===== config.mk =====
export PLATFORM = sky130hd
export DESIGN_NAME = osd_cell_seq_flat
export DESIGN_NICKNAME = d
export VERILOG_FILES = /design/src/rtl/osd_cell_seq_if.sv /design/src/rtl/osd_cell_seq.sv /design/src/flat_wrapper.sv
export SDC_FILE = /design/constraint.sdc
export NUM_CORES = 1
export LEC_CHECK = 0
export ABC_AREA = 0
export CAP_MARGIN = 20
export CORE_ASPECT_RATIO = 2
export CORE_MARGIN = 10
export CORE_UTILIZATION = 45
export CTS_BUF_LIST = sky130_fd_sc_hd__clkbuf_4
export DETAILED_ROUTE_END_ITERATION = 16
export HOLD_SLACK_MARGIN = 0.1
export PLACE_DENSITY = 0.74
export SLEW_MARGIN = 20
export SYNTH_ARGS = -nofsm -noshare
export SYNTH_HDL_FRONTEND = slang
export SYNTH_SLANG_ARGS = --single-unit
export TNS_END_PERCENT = 30

===== constraint.sdc =====
create_clock -name CK_i -period 5.91 [get_ports CK_i]
set_input_delay 0.8865 -clock CK_i [delete_from_list [all_inputs] [get_ports CK_i]]
set_output_delay 0.8865 -clock CK_i [all_outputs]
set_load 0.01 [all_outputs]

===== src/rtl/osd_cell_seq_if.sv =====
// Bus bundle for the OSD cell sequencer: line/field timing and per-field
// settings in, VRAM and font addressing plus window flags out.
interface osd_cell_seq_if #(
  parameter int C_COLS   = 32,
  parameter int C_ROWS   = 16,
  parameter int C_FONT_W = 8,
  parameter int C_FONT_H = 8,
  parameter int C_HDLY_W = 12,
  parameter int C_VDLY_W = 11
);
  logic                              HSTART_i;
  logic                              VSTART_i;
  logic                              PIX_EN_i;
  logic [C_HDLY_W-1:0]               BUS_H_DLYs_i;
  logic [C_VDLY_W-1:0]               BUS_V_DLYs_i;
  logic [2:0]                        BUS_H_MAGs_i;
  logic [2:0]                        BUS_V_MAGs_i;
  logic [$clog2(C_COLS)-1:0]         BUS_H_SCROLLs_i;
  logic [$clog2(C_ROWS)-1:0]         BUS_V_SCROLLs_i;
  logic                              BUS_OSD_OFF_i;
  logic [$clog2(C_COLS*C_ROWS)-1:0]  VRAM_RAs_o;
  logic [$clog2(C_FONT_H)-1:0]       FONT_ROWs_o;
  logic [$clog2(C_FONT_W)-1:0]       FONT_BITs_o;
  logic                              ACT_o;
  logic                              CELL_STB_o;
  logic                              FRAME_END_o;

  modport master (
    output HSTART_i, VSTART_i, PIX_EN_i, BUS_H_DLYs_i, BUS_V_DLYs_i,
           BUS_H_MAGs_i, BUS_V_MAGs_i, BUS_H_SCROLLs_i, BUS_V_SCROLLs_i,
           BUS_OSD_OFF_i,
    input  VRAM_RAs_o, FONT_ROWs_o, FONT_BITs_o, ACT_o, CELL_STB_o, FRAME_END_o
  );

  modport slave (
    input  HSTART_i, VSTART_i, PIX_EN_i, BUS_H_DLYs_i, BUS_V_DLYs_i,
           BUS_H_MAGs_i, BUS_V_MAGs_i, BUS_H_SCROLLs_i, BUS_V_SCROLLs_i,
           BUS_OSD_OFF_i,
    output VRAM_RAs_o, FONT_ROWs_o, FONT_BITs_o, ACT_o, CELL_STB_o, FRAME_END_o
  );
endinterface


===== src/rtl/osd_cell_seq.sv =====
// Text-mode OSD cell sequencer: walks a C_COLS x C_ROWS character grid with
// per-field delay, magnification and scroll, producing VRAM and font addresses.
module osd_cell_seq #(
  parameter int C_COLS   = 32,
  parameter int C_ROWS   = 16,
  parameter int C_FONT_W = 8,
  parameter int C_FONT_H = 8,
  parameter int C_HDLY_W = 12,
  parameter int C_VDLY_W = 11
) (
  input  logic          CK_i,
  input  logic          SYS_R_i,
  osd_cell_seq_if.slave bus
);
  localparam int COL_W  = $clog2(C_COLS);
  localparam int ROW_W  = $clog2(C_ROWS);
  localparam int BIT_W  = $clog2(C_FONT_W);
  localparam int FROW_W = $clog2(C_FONT_H);
  localparam int RA_W   = COL_W + ROW_W;

  localparam logic [COL_W-1:0]    COL_LAST  = COL_W'(C_COLS - 1);
  localparam logic [ROW_W-1:0]    ROW_LAST  = ROW_W'(C_ROWS - 1);
  localparam logic [BIT_W-1:0]    BIT_LAST  = BIT_W'(C_FONT_W - 1);
  localparam logic [FROW_W-1:0]   FROW_LAST = FROW_W'(C_FONT_H - 1);
  localparam logic [C_VDLY_W-1:0] LINE_SAT  = {C_VDLY_W{1'b1}};
  localparam logic [C_HDLY_W-1:0] PIX_SAT   = {C_HDLY_W{1'b1}};

  typedef enum logic [1:0] {VIDLE = 2'd0, VDLY = 2'd1, VACT = 2'd2, VDONE = 2'd3} v_state_t;
  typedef enum logic [1:0] {HIDLE = 2'd0, HDLY = 2'd1, HACT = 2'd2} h_state_t;

  v_state_t            v_state_r, v_state_s, v_base_s;
  h_state_t            h_state_r, h_state_s;
  logic [C_VDLY_W-1:0] line_cnt_r, line_cnt_s, line_base_s;
  logic [C_HDLY_W-1:0] pix_cnt_r, pix_cnt_s;
  logic [2:0]          vsub_r, vsub_s, hsub_r, hsub_s;
  logic [FROW_W-1:0]   frow_r, frow_s;
  logic [ROW_W-1:0]    row_r, row_s, row_sum_s;
  logic [BIT_W-1:0]    bit_r, bit_s;
  logic [COL_W-1:0]    col_r, col_s, col_sum_s;
  logic [C_HDLY_W-1:0] hdly_r, hdly_s;
  logic [C_VDLY_W-1:0] vdly_r, vdly_s;
  logic [2:0]          hmag_r, hmag_s, vmag_r, vmag_s;
  logic [COL_W-1:0]    hscr_r, hscr_s;
  logic [ROW_W-1:0]    vscr_r, vscr_s;
  logic                act_s, cell_stb_s, frame_end_s;
  logic                act_r, cell_stb_r, frame_end_r;
  logic [RA_W-1:0]     ra_r;
  logic [FROW_W-1:0]   font_row_r;
  logic [BIT_W-1:0]    font_bit_r;

  // The VSTART cycle already works with the new field settings.
  assign hdly_s = bus.VSTART_i ? bus.BUS_H_DLYs_i    : hdly_r;
  assign vdly_s = bus.VSTART_i ? bus.BUS_V_DLYs_i    : vdly_r;
  assign hmag_s = bus.VSTART_i ? bus.BUS_H_MAGs_i    : hmag_r;
  assign vmag_s = bus.VSTART_i ? bus.BUS_V_MAGs_i    : vmag_r;
  assign hscr_s = bus.VSTART_i ? bus.BUS_H_SCROLLs_i : hscr_r;
  assign vscr_s = bus.VSTART_i ? bus.BUS_V_SCROLLs_i : vscr_r;

  // Vertical sequencer: line delay, then sub-line/font-row/text-row walk.
  always_comb begin
    v_base_s    = bus.VSTART_i ? VDLY : v_state_r;
    line_base_s = bus.VSTART_i ? {C_VDLY_W{1'b0}} : line_cnt_r;
    v_state_s   = v_base_s;
    line_cnt_s  = line_base_s;
    vsub_s      = vsub_r;
    frow_s      = frow_r;
    row_s       = row_r;
    frame_end_s = 1'b0;
    if (bus.HSTART_i) begin
      case (v_base_s)
        VDLY: begin
          if (line_base_s == vdly_s) begin
            v_state_s = VACT;
            vsub_s    = 3'd0;
            frow_s    = {FROW_W{1'b0}};
            row_s     = {ROW_W{1'b0}};
          end else if (line_base_s != LINE_SAT) begin
            line_cnt_s = line_base_s + 1'b1;
          end else begin
            line_cnt_s = line_base_s;
          end
        end
        VACT: begin
          if (vsub_r != vmag_s) begin
            vsub_s = vsub_r + 1'b1;
          end else begin
            vsub_s = 3'd0;
            if (frow_r != FROW_LAST) begin
              frow_s = frow_r + 1'b1;
            end else begin
              frow_s = {FROW_W{1'b0}};
              if (row_r != ROW_LAST) begin
                row_s = row_r + 1'b1;
              end else begin
                v_state_s   = VDONE;
                frame_end_s = 1'b1;
              end
            end
          end
        end
        default: v_state_s = v_base_s;
      endcase
    end else begin
      v_state_s = v_base_s;
    end
  end

  // Horizontal sequencer: pixel delay, then sub-pixel/bit/column walk.
  always_comb begin
    h_state_s = h_state_r;
    pix_cnt_s = pix_cnt_r;
    hsub_s    = hsub_r;
    bit_s     = bit_r;
    col_s     = col_r;
    if (bus.HSTART_i) begin
      h_state_s = HDLY;
      pix_cnt_s = {C_HDLY_W{1'b0}};
    end else if (bus.PIX_EN_i) begin
      case (h_state_r)
        HDLY: begin
          if (pix_cnt_r == hdly_s) begin
            h_state_s = HACT;
            hsub_s    = 3'd0;
            bit_s     = {BIT_W{1'b0}};
            col_s     = {COL_W{1'b0}};
          end else if (pix_cnt_r != PIX_SAT) begin
            pix_cnt_s = pix_cnt_r + 1'b1;
          end else begin
            pix_cnt_s = pix_cnt_r;
          end
        end
        HACT: begin
          if (hsub_r != hmag_s) begin
            hsub_s = hsub_r + 1'b1;
          end else begin
            hsub_s = 3'd0;
            if (bit_r != BIT_LAST) begin
              bit_s = bit_r + 1'b1;
            end else begin
              bit_s = {BIT_W{1'b0}};
              if (col_r != COL_LAST) begin
                col_s = col_r + 1'b1;
              end else begin
                h_state_s = HIDLE;
              end
            end
          end
        end
        default: h_state_s = h_state_r;
      endcase
    end else begin
      h_state_s = h_state_r;
    end
  end

  // Window flags and scrolled cell address derived from the next state.
  always_comb begin
    act_s      = (h_state_s == HACT) && (v_state_s == VACT) && !bus.BUS_OSD_OFF_i;
    cell_stb_s = act_s && (bit_s == {BIT_W{1'b0}}) && (hsub_s == 3'd0);
    row_sum_s  = row_s + vscr_s;
    col_sum_s  = col_s + hscr_s;
  end

  // State, latched field settings and registered outputs.
  always_ff @(posedge CK_i) begin
    if (SYS_R_i) begin
      v_state_r   <= VIDLE;
      h_state_r   <= HIDLE;
      line_cnt_r  <= {C_VDLY_W{1'b0}};
      pix_cnt_r   <= {C_HDLY_W{1'b0}};
      vsub_r      <= 3'd0;
      hsub_r      <= 3'd0;
      frow_r      <= {FROW_W{1'b0}};
      row_r       <= {ROW_W{1'b0}};
      bit_r       <= {BIT_W{1'b0}};
      col_r       <= {COL_W{1'b0}};
      hdly_r      <= {C_HDLY_W{1'b0}};
      vdly_r      <= {C_VDLY_W{1'b0}};
      hmag_r      <= 3'd0;
      vmag_r      <= 3'd0;
      hscr_r      <= {COL_W{1'b0}};
      vscr_r      <= {ROW_W{1'b0}};
      act_r       <= 1'b0;
      cell_stb_r  <= 1'b0;
      frame_end_r <= 1'b0;
      ra_r        <= {RA_W{1'b0}};
      font_row_r  <= {FROW_W{1'b0}};
      font_bit_r  <= {BIT_W{1'b0}};
    end else begin
      v_state_r   <= v_state_s;
      h_state_r   <= h_state_s;
      line_cnt_r  <= line_cnt_s;
      pix_cnt_r   <= pix_cnt_s;
      vsub_r      <= vsub_s;
      hsub_r      <= hsub_s;
      frow_r      <= frow_s;
      row_r       <= row_s;
      bit_r       <= bit_s;
      col_r       <= col_s;
      hdly_r      <= hdly_s;
      vdly_r      <= vdly_s;
      hmag_r      <= hmag_s;
      vmag_r      <= vmag_s;
      hscr_r      <= hscr_s;
      vscr_r      <= vscr_s;
      act_r       <= act_s;
      cell_stb_r  <= cell_stb_s;
      frame_end_r <= frame_end_s;
      ra_r        <= act_s ? {row_sum_s, col_sum_s} : ra_r;
      font_row_r  <= act_s ? frow_s : font_row_r;
      font_bit_r  <= act_s ? bit_s  : font_bit_r;
    end
  end

  assign bus.ACT_o       = act_r;
  assign bus.CELL_STB_o  = cell_stb_r;
  assign bus.FRAME_END_o = frame_end_r;
  assign bus.VRAM_RAs_o  = ra_r;
  assign bus.FONT_ROWs_o = font_row_r;
  assign bus.FONT_BITs_o = font_bit_r;
endmodule


===== src/flat_wrapper.sv =====
// flat-port wrapper written by rule: the top's interface ports become plain ports
module osd_cell_seq_flat 
#(
  parameter int C_COLS   = 32,
  parameter int C_ROWS   = 16,
  parameter int C_FONT_W = 8,
  parameter int C_FONT_H = 8,
  parameter int C_HDLY_W = 12,
  parameter int C_VDLY_W = 11
)
  (CK_i, SYS_R_i, bus_HSTART_i, bus_VSTART_i, bus_PIX_EN_i, bus_BUS_H_DLYs_i, bus_BUS_V_DLYs_i, bus_BUS_H_MAGs_i, bus_BUS_V_MAGs_i, bus_BUS_H_SCROLLs_i, bus_BUS_V_SCROLLs_i, bus_BUS_OSD_OFF_i, bus_VRAM_RAs_o, bus_FONT_ROWs_o, bus_FONT_BITs_o, bus_ACT_o, bus_CELL_STB_o, bus_FRAME_END_o);
  osd_cell_seq_if #(.C_COLS(C_COLS), .C_ROWS(C_ROWS), .C_FONT_W(C_FONT_W), .C_FONT_H(C_FONT_H), .C_HDLY_W(C_HDLY_W), .C_VDLY_W(C_VDLY_W)) bus_i ();
  input  logic CK_i;
  input  logic SYS_R_i;
  input wire logic [$bits(bus_i.HSTART_i)-1:0] bus_HSTART_i;
  input wire logic [$bits(bus_i.VSTART_i)-1:0] bus_VSTART_i;
  input wire logic [$bits(bus_i.PIX_EN_i)-1:0] bus_PIX_EN_i;
  input wire logic [$bits(bus_i.BUS_H_DLYs_i)-1:0] bus_BUS_H_DLYs_i;
  input wire logic [$bits(bus_i.BUS_V_DLYs_i)-1:0] bus_BUS_V_DLYs_i;
  input wire logic [$bits(bus_i.BUS_H_MAGs_i)-1:0] bus_BUS_H_MAGs_i;
  input wire logic [$bits(bus_i.BUS_V_MAGs_i)-1:0] bus_BUS_V_MAGs_i;
  input wire logic [$bits(bus_i.BUS_H_SCROLLs_i)-1:0] bus_BUS_H_SCROLLs_i;
  input wire logic [$bits(bus_i.BUS_V_SCROLLs_i)-1:0] bus_BUS_V_SCROLLs_i;
  input wire logic [$bits(bus_i.BUS_OSD_OFF_i)-1:0] bus_BUS_OSD_OFF_i;
  output wire logic [$bits(bus_i.VRAM_RAs_o)-1:0] bus_VRAM_RAs_o;
  output wire logic [$bits(bus_i.FONT_ROWs_o)-1:0] bus_FONT_ROWs_o;
  output wire logic [$bits(bus_i.FONT_BITs_o)-1:0] bus_FONT_BITs_o;
  output wire logic [$bits(bus_i.ACT_o)-1:0] bus_ACT_o;
  output wire logic [$bits(bus_i.CELL_STB_o)-1:0] bus_CELL_STB_o;
  output wire logic [$bits(bus_i.FRAME_END_o)-1:0] bus_FRAME_END_o;
  assign bus_i.HSTART_i = bus_HSTART_i;
  assign bus_i.VSTART_i = bus_VSTART_i;
  assign bus_i.PIX_EN_i = bus_PIX_EN_i;
  assign bus_i.BUS_H_DLYs_i = bus_BUS_H_DLYs_i;
  assign bus_i.BUS_V_DLYs_i = bus_BUS_V_DLYs_i;
  assign bus_i.BUS_H_MAGs_i = bus_BUS_H_MAGs_i;
  assign bus_i.BUS_V_MAGs_i = bus_BUS_V_MAGs_i;
  assign bus_i.BUS_H_SCROLLs_i = bus_BUS_H_SCROLLs_i;
  assign bus_i.BUS_V_SCROLLs_i = bus_BUS_V_SCROLLs_i;
  assign bus_i.BUS_OSD_OFF_i = bus_BUS_OSD_OFF_i;
  assign bus_VRAM_RAs_o = bus_i.VRAM_RAs_o;
  assign bus_FONT_ROWs_o = bus_i.FONT_ROWs_o;
  assign bus_FONT_BITs_o = bus_i.FONT_BITs_o;
  assign bus_ACT_o = bus_i.ACT_o;
  assign bus_CELL_STB_o = bus_i.CELL_STB_o;
  assign bus_FRAME_END_o = bus_i.FRAME_END_o;
  osd_cell_seq #(.C_COLS(C_COLS), .C_ROWS(C_ROWS), .C_FONT_W(C_FONT_W), .C_FONT_H(C_FONT_H), .C_HDLY_W(C_HDLY_W), .C_VDLY_W(C_VDLY_W)) u_core (.CK_i(CK_i), .SYS_R_i(SYS_R_i), .bus(bus_i));
endmodule

Word-level counts from Yosys, hierarchy flattened. Index checks and enable logic that the tools add are counted.

Add/subtract/negate cells: 10. Eq/ne operators: 17. Multiplexer cells: 58. Bitwise operators: 3. Reduce and logical (&&, ||, !) cells: 12.

Operators with widths (count): $mux W11 (6); $mux W3 (17); $mux W5 (7); $mux W2 (12); $mux W4 (6); $pmux W3 S2 (4); $add A12 B1 Y12 const B (1); $add A3 B1 Y3 const B (4); $eq A12 B12 Y1 (1); $mux W12 (1); $ne A12 B12 Y1 const B (1); $add A11 B1 Y11 const B (1); $eq A11 B11 Y1 (1); $ne A11 B11 Y1 const B (1); $pmux W5 S2 (1); $eq A2 B2 Y1 const B (4); $pmux W2 S2 (2); $pmux W4 S2 (1); $logic_not A3 Y1 (2); $ne A3 B3 Y1 (2); $ne A3 B3 Y1 const B (2); $add A5 B1 Y5 const B (1); $add A5 B5 Y5 (1); $ne A5 B5 Y1 const B (1); other kinds (14) (20).

Flip-flop bits (word level): 104. Bits of input ports: 44. Output and inout port bits: 18. Word-level logic and storage cells: 122.

Depth between registers and ports, before layout. Gate-level depths: netlist of the first run.

Word-level depth: 12. Mapped depth: 21.

Worst setup path after synthesis of the first run. Ideal clock, no wire load.

Path type: input -> register. Start: input bus_VSTART_i. End: register u_core.ra_r[8] (netlist: u_core.bus.VRAM_RAs_o[8]). Setup time: 132 ps. Arrival: 4261 ps. Path slack: 1517 ps. Cell stages on the path: 18. Cells stage by stage: buf_6 > buf_2 > nor2_1 > inv_1 > ha_1 > nand2b_1 > or3_1 > clkbuf_1 > o21bai_1 > a22o_1 > ha_1 > a21o_1 > a21oi_1 > xor2_1 > or4_1 > o32a_1 > nand4_1 > a21oi_1.

Elaborated cells between the ends (all ways): 33. Classes of those cells: add/sub (1); eq/ne (8); mux (22); reduce/logical (2).

RTL lines: start, declared (line flat_wrapper.sv:16) `input wire logic [$bits(bus_i.VSTART_i)-1:0] bus_VSTART_i;`; $mux W11, or another cell as far along (line osd_cell_seq.sv:62) `line_base_s = bus.VSTART_i ? {C_VDLY_W{1'b0}} : line_cnt_r;`; $eq A11 B11 Y1 / $ne A3 B3 Y1 (equally long branches) (line osd_cell_seq.sv:72, osd_cell_seq.sv:84); $mux W4 (on tied branches) (line osd_cell_seq.sv:72, osd_cell_seq.sv:84); $pmux W4 S2 * (line osd_cell_seq.sv:70) `case (v_base_s)`; $mux W4 * (line osd_cell_seq.sv:69) `if (bus.HSTART_i) begin`; via u_core.row_s[1] (line osd_cell_seq.sv:37) `logic [ROW_W-1:0] row_r, row_s, row_sum_s;`; $add A4 B4 Y4 * (line osd_cell_seq.sv:160) `row_sum_s = row_s + vscr_s;`; end signal, assigned (line osd_cell_seq.sv:186) `ra_r <= {RA_W{1'b0}};`; end signal, assigned (line osd_cell_seq.sv:209) `ra_r <= act_s ? {row_sum_s, col_sum_s} : ra_r;`; end, declared (line osd_cell_seq.sv:47) `logic [RA_W-1:0] ra_r;`.

Mark *: on every way through the listed nets, which the timed path passes. The rest lies on a longest branch. A chain may end at the register's enable or synchronous reset.

Worst setup path after layout of the first run. Ends and elaborated chain as after synthesis.

==> flow_summary.rst, run 1 <==
.. list-table::
   :header-rows: 1

   * - Metric
     - Value
   * - Status
     - finished, final reports clean
   * - Die H
     - 174.8 µm
   * - PortBufs
     - 61
   * - Register area share after synthesis
     - 38.63%
   * - Number of buffers created by CTS
     - 9
   * - Worst Max-Slew Pin Slew
     - 0.8066 ns
   * - Nets
     - 722
   * - Final Max Tran Viols
     - 0
   * - Cell area after placement
     - 6091 µm²
   * - Worst voltage drop across the vdd grid
     - 158.8 µV
   * - Critical path's largest stage delay
     - 0.54 ns
   * - CTS H-tree depth
     - 3
   * - Relative contribution of combinational cells to total power
     - 12.3%
   * - Main flop type after synthesis
     - sky130_fd_sc_hd__dfxtp_1
   * - Number of rows created at floorplan
     - 56
   * - Post-Layout Cell Count
     - 804
   * - Worst endpoint required time
     - 6.25 ns
   * - Cell Int Power
     - 1.009 mW
   * - Highest-delay cell along the critical path
     - sky130_fd_sc_hd__or3_1
   * - Most common cell after layout, fill and taps aside
     - sky130_fd_sc_hd__dfxtp_1
   * - Power per cell area
     - 215.0 nW/µm²
   * - Maximum number of pins on one net before global-route repair
     - 77
   * - Standby leakage power
     - 2.387 nW
   * - Post CTS Setup Buffer Count
     - 0
   * - Path class of the lowest-slack min-delay path
     - flip-flop to flip-flop
   * - Post-detailed-route wirelength per cell
     - 18.08 µm
   * - Register-to-Register Path Depth
     - 14
   * - Worst-case headroom to the max-slew limit
     - 45.73%
   * - EDFF count, synth
     - 0
   * - RSZ-0062 raised after global routing
     - no
   * - Total I/O pin count
     - 62
   * - Placed wire-length estimate
     - 11270 µm
   * - Post-route cell area
     - 6272 µm²
   * - Kind of end point of the critical path
     - flip-flop
   * - Setup TNS after final layout
     - 0 ns
   * - Area overhead of the layout relative to synthesis
     - 16.36%
   * - Number of setup violations in the final report
     - 0
   * - DR iter-0 viols
     - 258
   * - Detailed Routing Iterations Pass 1
     - 7
   * - Number of global-route vias before repair
     - 4851
   * - Most frequent cells in the layout
     - sky130_fd_sc_hd__dfxtp_1, sky130_fd_sc_hd__nor2_1, sky130_fd_sc_hd__clkdlybuf4s50_1
   * - Flops & latches, synth
     - 104
   * - Clock Pin Slew Worst Setup and Hold Paths
     - 0.16 ns
   * - Final Critical Period
     - 4.600 ns
   * - Top cell family by delay on the critical path
     - simple AND/OR/NAND/NOR gates
   * - Cell count after synthesis
     - 603
   * - Top post-synthesis cells by area
     - sky130_fd_sc_hd__dfxtp_1, sky130_fd_sc_hd__mux2i_1, sky130_fd_sc_hd__nor2_1, sky130_fd_sc_hd__ha_1, sky130_fd_sc_hd__xnor2_1
   * - Post-cts hold buffer count
     - 0
   * - Cell-by-cell listing of the critical path
     - buf_2, buf_4, nor2b_1, inv_1, ha_1, nand2b_1, or3_1, o21bai_1, a22o_1, ha_1, a21o_1, a21oi_1, xor2_1, or4_1, o32a_1, nand4_1, a21oi_1
   * - # DRC
     - 0
   * - Clock tree root buffer cell
     - sky130_fd_sc_hd__clkbuf_4
   * - Number of cells on the worst hold path
     - 2
   * - Setup slack of the critical path after layout
     - 1.310 ns
   * - Stages on worst setup path
     - 17
   * - Post-cts resize count
     - 0
   * - Die outline area
     - 17020 µm²
   * - Syn_nets
     - 670
   * - Clock skew
     - 0.01323 ns
   * - Mean post-synth cell area
     - 8.939 µm²
   * - Total routing resource utilization after global routing
     - 16.53%
   * - Max capacitance violation total
     - 0
   * - Sequential share of power
     - 54.0%
   * - Setup slack at placement
     - 0.7890 ns
   * - Sw Ratio
     - 25.19%
   * - Antenna violations before repair
     - 0
   * - Final antenna-violating net count
     - 0
   * - Count of clock tree sinks
     - 104
   * - Buffers & Inverters on Critical Path
     - 3
   * - Reported net switching power
     - 339.7 µW
   * - GRT overflow
     - 0
   * - Distinct cell type count of the synthesized netlist
     - 70
   * - Starting Density
     - 46.07%
   * - Critical-path maximum fanout
     - 22
   * - Placed Cells
     - 789
   * - Share of Yosys cell area claimed by the top area cell type
     - 38.63%
   * - Antenna diode count
     - 0
   * - Arrival time at the worst endpoint
     - 4.94 ns
   * - Category of the worst setup path launch point
     - input pin
   * - RePlAce Congestion
     - 0.9392
   * - Number of failing hold endpoints at the final stage
     - 0
   * - Layout Utilization
     - 53.60%
   * - Synth Warn #
     - 0
   * - Cell taking the most area after synthesis
     - sky130_fd_sc_hd__dfxtp_1
   * - Post-layout power
     - 1.348 mW
   * - Clock tree from TritonCTS
     - done
   * - Clk network pwr share
     - 33.7%
   * - Cell area after technology mapping
     - 5390 µm²
   * - Die X
     - 97.39 µm
   * - Type of the worst setup path
     - input pin to flip-flop
   * - Detail-routed via count per cell
     - 5.770
   * - F_max
     - 217.4 MHz
   * - Share of flip-flops with an asynchronous set or reset
     - 0%
   * - Insertion delay to the later sink of the worst-skew pair
     - 0.47 ns
   * - Proportion of layout cells with a drive suffix above 1
     - 7.284%
   * - Placeable Area
     - 11700 µm²
   * - Layout filler cell count
     - 1058
   * - Maximum count of clock buffers along a single path
     - 2
   * - Ratio of final minimum period to clock period
     - 77.84%
   * - First-pass GRT wire length
     - 23360 µm
   * - Sum of routed wire length over all layers
     - 14540 µm
   * - Number of vias after detailed routing
     - 4639
   * - Worst-case hold slack
     - 0.5036 ns
## final timing paths
| path | start | to | slack [ns] |
|---|---|---|---|
| worst max register to register | u_core.line_cnt_r[9] | u_core.bus.VRAM_RAs_o[8] | 1.98 |
| worst min register to register | u_core.bus.VRAM_RAs_o[6] | u_core.bus.VRAM_RAs_o[6] | 0.50 |
| worst min-delay path | u_core.bus.VRAM_RAs_o[6] | u_core.bus.VRAM_RAs_o[6] | 0.50 |
| worst max-delay path | bus_VSTART_i | u_core.bus.VRAM_RAs_o[8] | 1.31 |
## final cells by class
| class | instances | area, µm² | area share (%) |
|---|---|---|---|
| multi-input cells | 448 | 3092 | 49.29 |
| clock inverters | 5 | 106.4 | 1.696 |
| well taps | 145 | 181.4 | 2.892 |
| clock buffers | 10 | 75.07 | 1.197 |
| inverters | 26 | 97.59 | 1.556 |
| repair buffers | 66 | 638.1 | 10.17 |
| flip-flops and latches | 104 | 2082 | 33.19 |
## metal layers
layer / part of all wire [%] / track usage, %
met4: 3.9 / 8.587
met3: 3.4 / 2.687
met5: 0 / 0
met1: 34 / 14.54
met2: 58 / 33.76
## power by group through the flow
stage | registers (mW) | logic (mW) | clock network, mW
after detailed placement | 0.743 | 0.165 | 0
after global placement | 0.743 | 0.162 | 0
after global routing | 0.730 | 0.181 | 0.489
after CTS | 0.728 | 0.166 | 0.464
final | 0.728 | 0.166 | 0.455
after floorplan | 0.740 | 0.107 | 0
## kinds of logic (layout without fill, tap and decap cells)
family          Yosys count  after routing  synth area share, %
mux                      44             44                8.310
flops                   104            104                38.63
xor+xnor                 45             45                7.312
buf+inv                  51            107                4.016
compound gates          111            111                14.76
fa+ha+maj                23             23                5.617
simple gates            225            225                21.36
## Yosys cell counts, drive strengths merged (5+ instances only)
cell type	instances
a211oi	7
a21oi	29
a22oi	6
a31oi	7
and2	13
and3	5
buf	11
clkbuf	14
dfxtp	104
ha	21
inv	26
mux2	6
mux2i	38
nand2	30
nand2b	5
nand3	17
nand4	10
nor2	73
nor2b	9
nor3	28
nor4	14
o21ai	22
or3	6
xnor2	28
xor2	17
## worst reg2reg max path: stages, from the launching register on
cell and delay [ns]:
sky130_fd_sc_hd__dfxtp_1 0.47, sky130_fd_sc_hd__nor2b_1 0.08, sky130_fd_sc_hd__a2111oi_0 0.50, sky130_fd_sc_hd__a311oi_1 0.24
sky130_fd_sc_hd__or3_1 0.53, sky130_fd_sc_hd__o21bai_1 0.23, sky130_fd_sc_hd__a22o_1 0.28, sky130_fd_sc_hd__ha_1 0.28
sky130_fd_sc_hd__a21o_1 0.16, sky130_fd_sc_hd__a21oi_1 0.18, sky130_fd_sc_hd__xor2_1 0.12, sky130_fd_sc_hd__or4_1 0.42
sky130_fd_sc_hd__o32a_1 0.17, sky130_fd_sc_hd__nand4_1 0.09, sky130_fd_sc_hd__a21oi_1 0.07
## flip-flops by register name, indices dropped and copies added, names as in the netlist
| signal | flops |
|---|---|
| u_core.h_state_r | 2 |
| u_core.hscr_r | 5 |
| u_core.frow_r | 3 |
| u_core.hmag_r | 3 |
| u_core.pix_cnt_r | 12 |
| u_core.vmag_r | 3 |
| u_core.bus.FONT_ROWs_o | 3 |
| u_core.hsub_r | 3 |
| u_core.line_cnt_r | 11 |
| u_core.row_r | 4 |
| u_core.vdly_r | 11 |
| u_core.bus.FONT_BITs_o | 3 |
| u_core.bus.ACT_o | 1 |
| u_core.vsub_r | 3 |
| u_core.col_r | 5 |
| u_core.v_state_r | 2 |
| u_core.bus.CELL_STB_o | 1 |
| u_core.bus.FRAME_END_o | 1 |
| u_core.bus.VRAM_RAs_o | 9 |
| u_core.bit_r | 3 |
| u_core.hdly_r | 12 |
| u_core.vscr_r | 4 |
Note: power is estimated with default switching activity, not from simulation.
==> run 2, diff against run 1 <==
--- a/config.mk
+++ b/config.mk
@@ -13,7 +13,7 @@
 export CTS_BUF_LIST = sky130_fd_sc_hd__clkbuf_4
 export DETAILED_ROUTE_END_ITERATION = 16
 export HOLD_SLACK_MARGIN = 0.1
-export PLACE_DENSITY = 0.74
+export PLACE_DENSITY = 0.77
 export SLEW_MARGIN = 20
 export SYNTH_ARGS = -nofsm -noshare
 export SYNTH_HDL_FRONTEND = slang
==> constraint.sdc (replaced) <==
create_clock -name CK_i -period 4.2 [get_ports CK_i]
set_input_delay 0.63 -clock CK_i [delete_from_list [all_inputs] [get_ports CK_i]]
set_output_delay 0.63 -clock CK_i [all_outputs]
set_load 0.01 [all_outputs]
==> run 2 against run 1 <==
  * Die area stayed put
  * Worst setup slack worse by 1.1 ns
  * Clock power is 22% higher
  * Final area is 3.1% higher
  * Highest routed layer unchanged
  * Sequential cell count stayed put
  * Global-route usage is 0.19 points lower
==> flow_summary.rst, run 2 (same netlist as run 1, synthesis figures left out) <==
.. list-table::
   :header-rows: 1

   * - Metric
     - Value
   * - Total I/O pin count
     - 62 (unchanged)
   * - Worst Max-Slew Pin Slew
     - 0.8074 ns (+0.0007909 ns)
   * - Regs by FF count
     - u_core.hdly_r x12, u_core.pix_cnt_r x12
   * - Post-cts resize count
     - 0 (unchanged)
   * - Setup TNS after final layout
     - 0 ns (unchanged)
   * - Placeable Area
     - 11700 µm² (unchanged)
   * - Type of the worst setup path
     - input pin to flip-flop
   * - # DRC
     - 0 (unchanged)
   * - Arrival time at the worst endpoint
     - 4.37 ns (-0.57 ns)
   * - Worst endpoint required time
     - 4.56 ns (-1.69 ns)
   * - Clock tree root buffer cell
     - sky130_fd_sc_hd__clkbuf_4
   * - Critical-path maximum fanout
     - 3 (-86%)
   * - Detailed Routing Iterations Pass 1
     - 4 (-3)
   * - Post-Layout Cell Count
     - 834 (+3.7%)
   * - Die outline area
     - 17020 µm² (unchanged)
   * - Ratio of final minimum period to clock period
     - 95.32%
   * - Category of the worst setup path launch point
     - input pin
   * - Proportion of layout cells with a drive suffix above 1
     - 11.19% (+3.9 points)
   * - Post CTS Setup Buffer Count
     - 0 (unchanged)
   * - Kind of end point of the critical path
     - flip-flop
   * - First-pass GRT wire length
     - 23290 µm (-0.27%)
   * - Layout Utilization
     - 55.27% (+1.7 points)
   * - Detail-routed via count per cell
     - 5.679 (-1.6%)
   * - Top cell family by delay on the critical path
     - simple AND/OR/NAND/NOR gates
   * - Highest-delay cell along the critical path
     - sky130_fd_sc_hd__or4b_1
   * - Max capacitance violation total
     - 0 (unchanged)
   * - Post-cts hold buffer count
     - 0 (unchanged)
   * - Setup slack of the critical path after layout
     - 0.1964 ns (-1.113 ns)
   * - Power per cell area
     - 283.4 nW/µm² (+32%)
   * - Final antenna-violating net count
     - 0 (unchanged)
   * - Count of clock tree sinks
     - 104 (unchanged)
   * - CTS H-tree depth
     - 3 (unchanged)
   * - Clock tree from TritonCTS
     - done
   * - Status
     - finished, final reports clean
   * - RePlAce Congestion
     - 0.8948 (-4.7%)
   * - Clock Pin Slew Worst Setup and Hold Paths
     - 0.16 ns (about the same)
   * - Antenna violations before repair
     - 1 (+1)
   * - Final Critical Period
     - 4.004 ns
   * - Clk network pwr share
     - 30.3% (-3.4 points)
   * - PortBufs
     - 61 (unchanged)
   * - Worst setup slack for register-to-register paths
     - 0.40 ns (-1.58 ns)
   * - Die X
     - 97.39 µm (unchanged)
   * - Setup slack at placement
     - -0.2975 ns (-1.087 ns)
   * - Number of global-route vias before repair
     - 4898 (+0.97%)
   * - Maximum count of clock buffers along a single path
     - 2 (unchanged)
   * - Buffers & Inverters on Critical Path
     - 1 (-2)
   * - Post-detailed-route wirelength per cell
     - 17.21 µm (-4.8%)
   * - Number of setup violations in the final report
     - 0 (unchanged)
   * - Starting Density
     - 46.07% (unchanged)
   * - Nets
     - 750 (+3.9%)
   * - Insertion delay to the later sink of the worst-skew pair
     - 0.48 ns (about the same)
   * - Clock skew
     - 0.01855 ns (+0.005320 ns)
   * - GRT overflow
     - 0 (unchanged)
   * - F_max
     - 249.8 MHz
   * - Cell-by-cell listing of the critical path
     - clkdlybuf4s50_1, or4b_1, nor3_1, a311oi_1, or3_1, o21bai_1, a22o_1, ha_1, a21o_1, a21oi_1, xor2_1, or4_1, o32a_1, nand4_1, a21oi_1
   * - Number of buffers created by CTS
     - 9 (unchanged)
   * - Area overhead of the layout relative to synthesis
     - 19.99%
   * - DR iter-0 viols
     - 260 (+0.78%)
   * - Critical path's largest stage delay
     - 0.54 ns (about the same)
   * - Number of rows created at floorplan
     - 56 (unchanged)
   * - Reported net switching power
     - 503.5 µW (+48%)
   * - RSZ-0062 raised after global routing
     - no
   * - Total routing resource utilization after global routing
     - 16.34% (-0.19 points)
   * - Sequential share of power
     - 55.9% (+1.9 points)
   * - Path class of the lowest-slack min-delay path
     - flip-flop to flip-flop
   * - Relative contribution of combinational cells to total power
     - 13.8% (+1.5 points)
   * - Most common cell after layout, fill and taps aside
     - sky130_fd_sc_hd__dfxtp_1
   * - Worst-case headroom to the max-slew limit
     - 45.81% (+0.082 points)
   * - Worst voltage drop across the vdd grid
     - 171.2 µV (+7.8%)
   * - Maximum number of pins on one net before global-route repair
     - 52 (-32%)
   * - Sw Ratio
     - 27.47% (+2.3 points)
   * - Number of vias after detailed routing
     - 4736 (+2.1%)
   * - Cell Int Power
     - 1.329 mW (+32%)
   * - Placed Cells
     - 817 (+3.5%)
   * - Sum of routed wire length over all layers
     - 14350 µm (-1.3%)
   * - Number of failing hold endpoints at the final stage
     - 0 (unchanged)
   * - Final Max Tran Viols
     - 0 (unchanged)
   * - Most frequent cells in the layout
     - sky130_fd_sc_hd__dfxtp_1, sky130_fd_sc_hd__nor2_1, sky130_fd_sc_hd__clkdlybuf4s50_1
   * - Standby leakage power
     - 2.514 nW (+5.3%)
   * - Library cell appearing most often on the critical path
     - sky130_fd_sc_hd__a21oi_1
   * - Die H
     - 174.8 µm (unchanged)
   * - Placed wire-length estimate
     - 11310 µm (+0.33%)
run 2: power by group through the flow:
stage               Combinational (mW)  Clock, mW  Sequential, mW
floorplan                        0.151          0            1.04
CTS                              0.253      0.563            1.02
detailed placement               0.252          0            1.05
global route                     0.275      0.599            1.03
global placement                 0.246          0            1.04
finish                           0.253      0.556            1.02
run 2: worst min-delay path, cell delays in order, from the launching register on:
cell and delay (ns):
sky130_fd_sc_hd__dfxtp_1 0.34, sky130_fd_sc_hd__o21ai_0 0.07, sky130_fd_sc_hd__a21oi_1 0.06
run 2: path summary, 6_finish.rpt:
path / startpoint / end / cells past startpoint
min: u_core.bus.VRAM_RAs_o[5] / u_core.bus.VRAM_RAs_o[5] / 2
max: bus_BUS_V_DLYs_i[0] / u_core.bus.VRAM_RAs_o[8] / 15
max reg2reg: u_core.line_cnt_r[9] / u_core.bus.VRAM_RAs_o[8] / 15
min reg2reg: u_core.bus.VRAM_RAs_o[5] / u_core.bus.VRAM_RAs_o[5] / 2
run 2: routing by layer:
metal,share of wire (%),track usage (%),up-vias,wire [µm]
met5,0,0,-,0
met4,3.7,8.587,0,529
met3,2.8,2.805,40,398
met2,58,32.87,99,8384
met1,35,14.68,2284,5038
li1,-,-,2313,-
run 2: layout make-up:
type                    count  area (µm²)
fillers                  1081        5234
clock inverters             6       76.32
well taps                 145       181.4
clock buffers              10       75.07
inverters                  26       97.59
repair buffers             94       860.8
multi-input cells         448        3092
diodes                      1       2.502
flip-flops and latches    104        2082
run 2: per-stage QoR:
step                hold slack [ns]  power [mW]  instance area, µm²
global route                 0.5246       1.902                6467
global placement             0.4720       1.291                6314
floorplan                    0.4604       1.193                5390
CTS                          0.4918       1.841                6465
detailed placement           0.4709       1.298                6314
finish                       0.4950       1.833                6467
